===== config.mk =====
export PLATFORM = sky130hd
export DESIGN_NAME = mux_scan_ctrl_flat
export DESIGN_NICKNAME = d
export VERILOG_FILES = /design/src/rtl/mux_scan_pkg.sv /design/src/rtl/mux_scan_ctrl_if.sv /design/src/rtl/mux_scan_ctrl_dwell_timer.sv /design/src/rtl/mux_scan_ctrl.sv /design/src/flat_wrapper.sv
export SDC_FILE = /design/constraint.sdc
export NUM_CORES = 1
export LEC_CHECK = 0
export ABC_AREA = 1
export CAP_MARGIN = 40
export CELL_PAD_IN_SITES_DETAIL_PLACEMENT = 1
export CELL_PAD_IN_SITES_GLOBAL_PLACEMENT = 2
export CORE_MARGIN = 5
export CORE_UTILIZATION = 29
export CTS_CLUSTER_DIAMETER = 120
export CTS_CLUSTER_SIZE = 24
export DETAILED_ROUTE_END_ITERATION = 10
export PLACE_DENSITY_LB_ADDON = 0.1
export SYNTH_ARGS = -nofsm -noshare
export SYNTH_HDL_FRONTEND = slang
export SYNTH_SLANG_ARGS = --single-unit
export TNS_END_PERCENT = 10

===== constraint.sdc =====
create_clock -name clk -period 1.6 [get_ports clk]
set_clock_uncertainty 0.05 [all_clocks]
set_input_delay 0.4 -clock clk [delete_from_list [all_inputs] [get_ports clk]]
set_output_delay 0.4 -clock clk [all_outputs]
set_load 0.01 [all_outputs]

===== src/rtl/mux_scan_pkg.sv =====
// rtl/mux_scan_pkg.sv - shared types and constants for the MUX scan sequencer
package mux_scan_pkg;

   // Scan sequencer states. The encoding is fixed so that waveforms match the lab documentation.
   typedef enum logic [1:0] {
      IDLE   = 2'd0,
      SETTLE = 2'd1,
      SAMPLE = 2'd2,
      DONE   = 2'd3
   } scan_state_t;

   localparam int NUM_CH = 4;
   localparam int SEL_W  = 2;

   // True when the select points at the final channel of a scan.
   function automatic logic is_last_ch(input logic [SEL_W-1:0] sel);
      return sel == SEL_W'(NUM_CH - 1);
   endfunction

endpackage


===== src/rtl/mux_scan_ctrl_if.sv =====
// rtl/mux_scan_ctrl_if.sv - request, select and capture signals between sequencer and MUX/SoC
interface mux_scan_ctrl_if;
   import mux_scan_pkg::*;

   logic              start;
   logic              mux_out;
   logic              sel1;
   logic              sel0;
   logic              busy;
   logic              done;
   logic [NUM_CH-1:0] data;

   // Sequencer side: drives the MUX selects and the captured word.
   modport master (
      input  start,
      input  mux_out,
      output sel1,
      output sel0,
      output busy,
      output done,
      output data
   );

   // SoC/MUX side: requests scans and returns the selected bit.
   modport slave (
      output start,
      output mux_out,
      input  sel1,
      input  sel0,
      input  busy,
      input  done,
      input  data
   );

endinterface


===== src/rtl/mux_scan_ctrl_dwell_timer.sv =====
// rtl/mux_scan_ctrl_dwell_timer.sv - settle-time counter that flags the last dwell cycle
module dwell_timer #(
   parameter int DWELL = 2,
   parameter int CNT_W = 4
) (
   input  logic clk,
   input  logic reset,
   input  logic clear,
   input  logic enable,
   output logic expired
);

   logic [CNT_W-1:0] cnt_q;

   // Dwell count: clear has priority so a new channel always starts from zero.
   always_ff @(posedge clk) begin
      if (reset) begin
         cnt_q <= '0;
      end else if (clear) begin
         cnt_q <= '0;
      end else if (enable) begin
         cnt_q <= cnt_q + 1'b1;
      end
   end

   assign expired = (cnt_q == CNT_W'(DWELL - 1));

endmodule


===== src/rtl/mux_scan_ctrl.sv =====
// rtl/mux_scan_ctrl.sv - 4-channel MUX select sequencer and bit capture (option: MUX_SCAN_CONTINUOUS_EN)
module mux_scan_ctrl
   import mux_scan_pkg::*;
#(
   parameter int DWELL = 2,
   parameter int CNT_W = 4
) (
   input  logic           clk,
   input  logic           reset,
   mux_scan_ctrl_if.master bus
);

   scan_state_t       state_q;
   scan_state_t       state_d;
   logic [SEL_W-1:0]  sel_q;
   logic [SEL_W-1:0]  sel_d;
   logic [NUM_CH-1:0] shadow_q;
   logic [NUM_CH-1:0] shadow_d;
   logic [NUM_CH-1:0] data_q;
   logic [NUM_CH-1:0] data_d;
   logic              tmr_clear;
   logic              tmr_enable;
   logic              tmr_expired;

   dwell_timer #(
      .DWELL (DWELL),
      .CNT_W (CNT_W)
   ) u_dwell (
      .clk     (clk),
      .reset   (reset),
      .clear   (tmr_clear),
      .enable  (tmr_enable),
      .expired (tmr_expired)
   );

   // State, select, shadow and published-word registers.
   always_ff @(posedge clk) begin
      if (reset) begin
         state_q  <= IDLE;
         sel_q    <= '0;
         shadow_q <= '0;
         data_q   <= '0;
      end else begin
         state_q  <= state_d;
         sel_q    <= sel_d;
         shadow_q <= shadow_d;
         data_q   <= data_d;
      end
   end

   // Next-state logic; the select only moves on the SAMPLE->SETTLE edge, never while sampling.
   always_comb begin
      state_d    = state_q;
      sel_d      = sel_q;
      shadow_d   = shadow_q;
      data_d     = data_q;
      tmr_enable = 1'b0;
      tmr_clear  = 1'b1;
      case (state_q)
         IDLE: begin
            sel_d = '0;
            if (bus.start) begin
               state_d = SETTLE;
            end
         end
         SETTLE: begin
            tmr_enable = 1'b1;
            tmr_clear  = tmr_expired;
            if (tmr_expired) begin
               state_d = SAMPLE;
            end
         end
         SAMPLE: begin
            shadow_d[sel_q] = bus.mux_out;
            if (is_last_ch(sel_q)) begin
               // Publish the whole word at once, including the bit captured on this edge.
               data_d  = shadow_d;
               state_d = DONE;
            end else begin
               sel_d   = sel_q + 1'b1;
               state_d = SETTLE;
            end
         end
         DONE: begin
            sel_d = '0;
`ifdef MUX_SCAN_CONTINUOUS_EN
            state_d = bus.start ? SETTLE : IDLE;
`else
            state_d = IDLE;
`endif
         end
         default: begin
            state_d = IDLE;
         end
      endcase
   end

   assign bus.sel1 = sel_q[1];
   assign bus.sel0 = sel_q[0];
   assign bus.busy = (state_q != IDLE);
   assign bus.done = (state_q == DONE);
   assign bus.data = data_q;

endmodule

===== src/flat_wrapper.sv =====
// flat-port wrapper written by rule: the top's interface ports become plain ports
module mux_scan_ctrl_flat import mux_scan_pkg::*;
#(
   parameter int DWELL = 2,
   parameter int CNT_W = 4
)
  (clk, reset, bus_start, bus_mux_out, bus_sel1, bus_sel0, bus_busy, bus_done, bus_data);
  mux_scan_ctrl_if bus_i ();
  input  logic clk;
  input  logic reset;
  input wire logic [$bits(bus_i.start)-1:0] bus_start;
  input wire logic [$bits(bus_i.mux_out)-1:0] bus_mux_out;
  output wire logic [$bits(bus_i.sel1)-1:0] bus_sel1;
  output wire logic [$bits(bus_i.sel0)-1:0] bus_sel0;
  output wire logic [$bits(bus_i.busy)-1:0] bus_busy;
  output wire logic [$bits(bus_i.done)-1:0] bus_done;
  output wire logic [$bits(bus_i.data)-1:0] bus_data;
  assign bus_i.start = bus_start;
  assign bus_i.mux_out = bus_mux_out;
  assign bus_sel1 = bus_i.sel1;
  assign bus_sel0 = bus_i.sel0;
  assign bus_busy = bus_i.busy;
  assign bus_done = bus_i.done;
  assign bus_data = bus_i.data;
  mux_scan_ctrl #(.DWELL(DWELL), .CNT_W(CNT_W)) u_core (.clk(clk), .reset(reset), .bus(bus_i));
endmodule

==> reports/qor.csv <==
metric,value,unit
die width,62.63,um
leading area contributor after synthesis,dfxtp_1,
Crit. End Element,output port,
Synth Flop Type,dfxtp_1,
vias in the first global route,719,
worst-path maximum fanout,4,
type of the worst min-delay path,reg -> reg,
WP data required,1.15,ns
Pleak,0.5161,nW
Mean Syn Cell Area,7.724,um2
die area,3923,um2
htree depth,1,
# DRC,0,
drt wl/cell,11.67,um
Final min period,1.512,ns
row cnt,19,
"count leader, synth",nor2_1,
Sink Count,15,
max cap viols,0,
DIE HEIGHT,62.63,um
Ys Warns,0,
top post-synthesis cells by area,"dfxtp_1 (37%), ha_1 (17%), nor2_1 (12%), inv_1 (6.5%), o21ai_0 (5.0%)",
Rel. slew slack,0.8036,
clk slew on worst S/H paths,0.10,ns
crit path launch type,flip-flop,
Hold Path Origin,u_core.u_dwell.cnt_q[0],
crit path from,u_core.state_q[0],
Cells after Synth,104,
CORE AREA,2710,um2
setup violators final,0,
RSZ-0062 raised after global routing,false,
Post-Route Setup TNS,0,ns
slowest cell delay on critical path,0.33,ns
dpl cells,152,
Total GRT Usage,0.1049,
first-pass GRT wire length,3.270,mm
worst-skew pair later-pin latency,0.29,ns
total power,0.001467,W
final RePlAce weighted congestion,0.7010,
total CTS buffers,3,
Post-synth EDFFs,0,
Detailed Route Iter0 Violations,8,
pwr dens,1451,nW/um2
"Hold Vio Cnt, Final",0,
CP cell instances,buf_4 > ha_1 > buf_2,
post-synthesis net count,119,
root buffer cell,clkbuf_4,
largest net degree at the start of global routing,10,
antenna violations before repair,0,
Initial Util,0.2964,
clock buffer depth,2,
synthesis-to-finish area growth,25.86,%
Worst-Margin Slew,0.2946,ns
run status,finished clean,
Port Buf Inserts,11,
remaining global-route overflow,0,
WHS,0.4321,ns
Post-synth ARST share,0,
ant diodes,0,
critical path's slowest cell,dfxtp_2,
Critical Path AT,1.06,ns
DRT antenna net count,0,
Yosys reg bits,15,
layout cells sized above 1,0.1760,
post-synthesis sequential area ratio,0.3738,
CTS tree,built,
setup bufs post-CTS,0,
Netlist Area Pre-Place,803.3,um2
via count,697,
drt pass-1 iters,2,
Achievable Freq,661.5,MHz
"top cells by count, synth","nor2_1 (25), dfxtp_1 (15), inv_1 (14), ha_1 (11)",
Yosys top cell area share,0.3738,
Vias per Instance,4.468,
CP Class,reg -> out,
library cells used by synthesis,18,
"Period Utilization, post-route",0.9448,
detailed placer's ending HPWL,1.422,mm
fin util,0.3730,
worst IR drop on VDD,0.6829,mV
I/O Pins,12,
Routed WL,1.820,mm
final cell count without fillers,156,
FF-to-FF Start,u_core.state_q[0],
Max Slew Vio Count,0,
Final nets,141,
repair_timing:
item / 4_1_cts / 5_1_grt
hold buffers: 0 / 0
setup endpoints to repair: 8 / 0
gates resized for setup: 17 / 0
logic make-up (layout without fill, tap and decap cells):
family / count (synthesis) / count (layout) / share of synthesized area
compound gates: 16 / 16 / 0.1044
xor+xnor: 2 / 2 / 0.02181
fa+ha+maj: 11 / 11 / 0.1713
buf+inv: 16 / 37 / 0.08412
flops: 15 / 15 / 0.3738
simple gates: 44 / 44 / 0.2446
registers in the layout, summed over array words and instances, names as in the netlist:
name / cells
u_core.u_dwell.cnt_q: 4
u_core.shadow_q: 3
u_core.sel_q: 2
u_core.state_q: 2
u_core.bus.data: 4
layout by cell type (no fill, tap or decap):
master,synthesis,routed
clkbuf_4,0,3
dfxtp_2,0,3
nand2_4,1,1
nand4_1,1,1
inv_4,1,1
nand3_1,5,5
o21ai_0,8,8
a21oi_2,1,1
dlygate4sd2_1,0,6
nand2_1,8,8
buf_2,0,2
nand2_2,1,1
xor2_1,2,2
dfxtp_1,15,12
clkinv_2,0,1
clkdlybuf4s50_1,0,3
buf_4,0,6
or2_2,1,1
or2_0,1,1
inv_1,14,14
nor2_4,1,1
a21oi_1,7,7
clkinv_4,1,1
nor2_1,25,25
ha_1,11,11
final cells by class:
class | instances | area [um2]
Clock buffer | 3 | 22.52
Clock inverter | 1 | 5.005
Fill cell | 343 | 1699
Inverter | 16 | 67.56
Multi-Input combinational cell | 73 | 435.4
Sequential cell | 15 | 304.0
Tap cell | 31 | 38.79
Timing Repair Buffer | 17 | 137.6
stage by stage:
stage          instance area [um2]  worst slack [ns]
2_1_floorplan                803.3            0.2353
3_3_place_gp                 997.2           0.03497
3_5_place_dp                 997.2       -0.00008960
4_1_cts                       1011           0.07609
5_1_grt                       1011           0.03395
6_report                      1011           0.08836
where the power goes:
part	internal (W)	switching [W]	total, W
combinational	0.000315	0.000417	0.000732
sequential	0.000454	0.0000552	0.000509
clock	0.0000929	0.000133	0.000226
worst max-delay path, delay by kind of cell (launching register included):
family,cells,cell delay (ns)
buf+inv,2,0.27
fa+ha+maj,1,0.18
flops,1,0.33
layer usage:
metal	vias up	wire length, um	track usage
li1	365	-	-
met3	2	46	0.03058
met5	-	0	0
met2	6	900	0.1645
met4	0	17	0.04775
met1	324	855	0.1314
path summary, 6_finish.rpt:
path | to | slack (ns) | depth (start not counted)
max | bus_done | 0.09 | 3
min | u_core.u_dwell.cnt_q[0] | 0.43 | 1
max reg2reg | u_core.sel_q[0] | 0.16 | 9
min reg2reg | u_core.u_dwell.cnt_q[0] | 0.43 | 1
No activity file was read; power rests on OpenSTA's default activity.
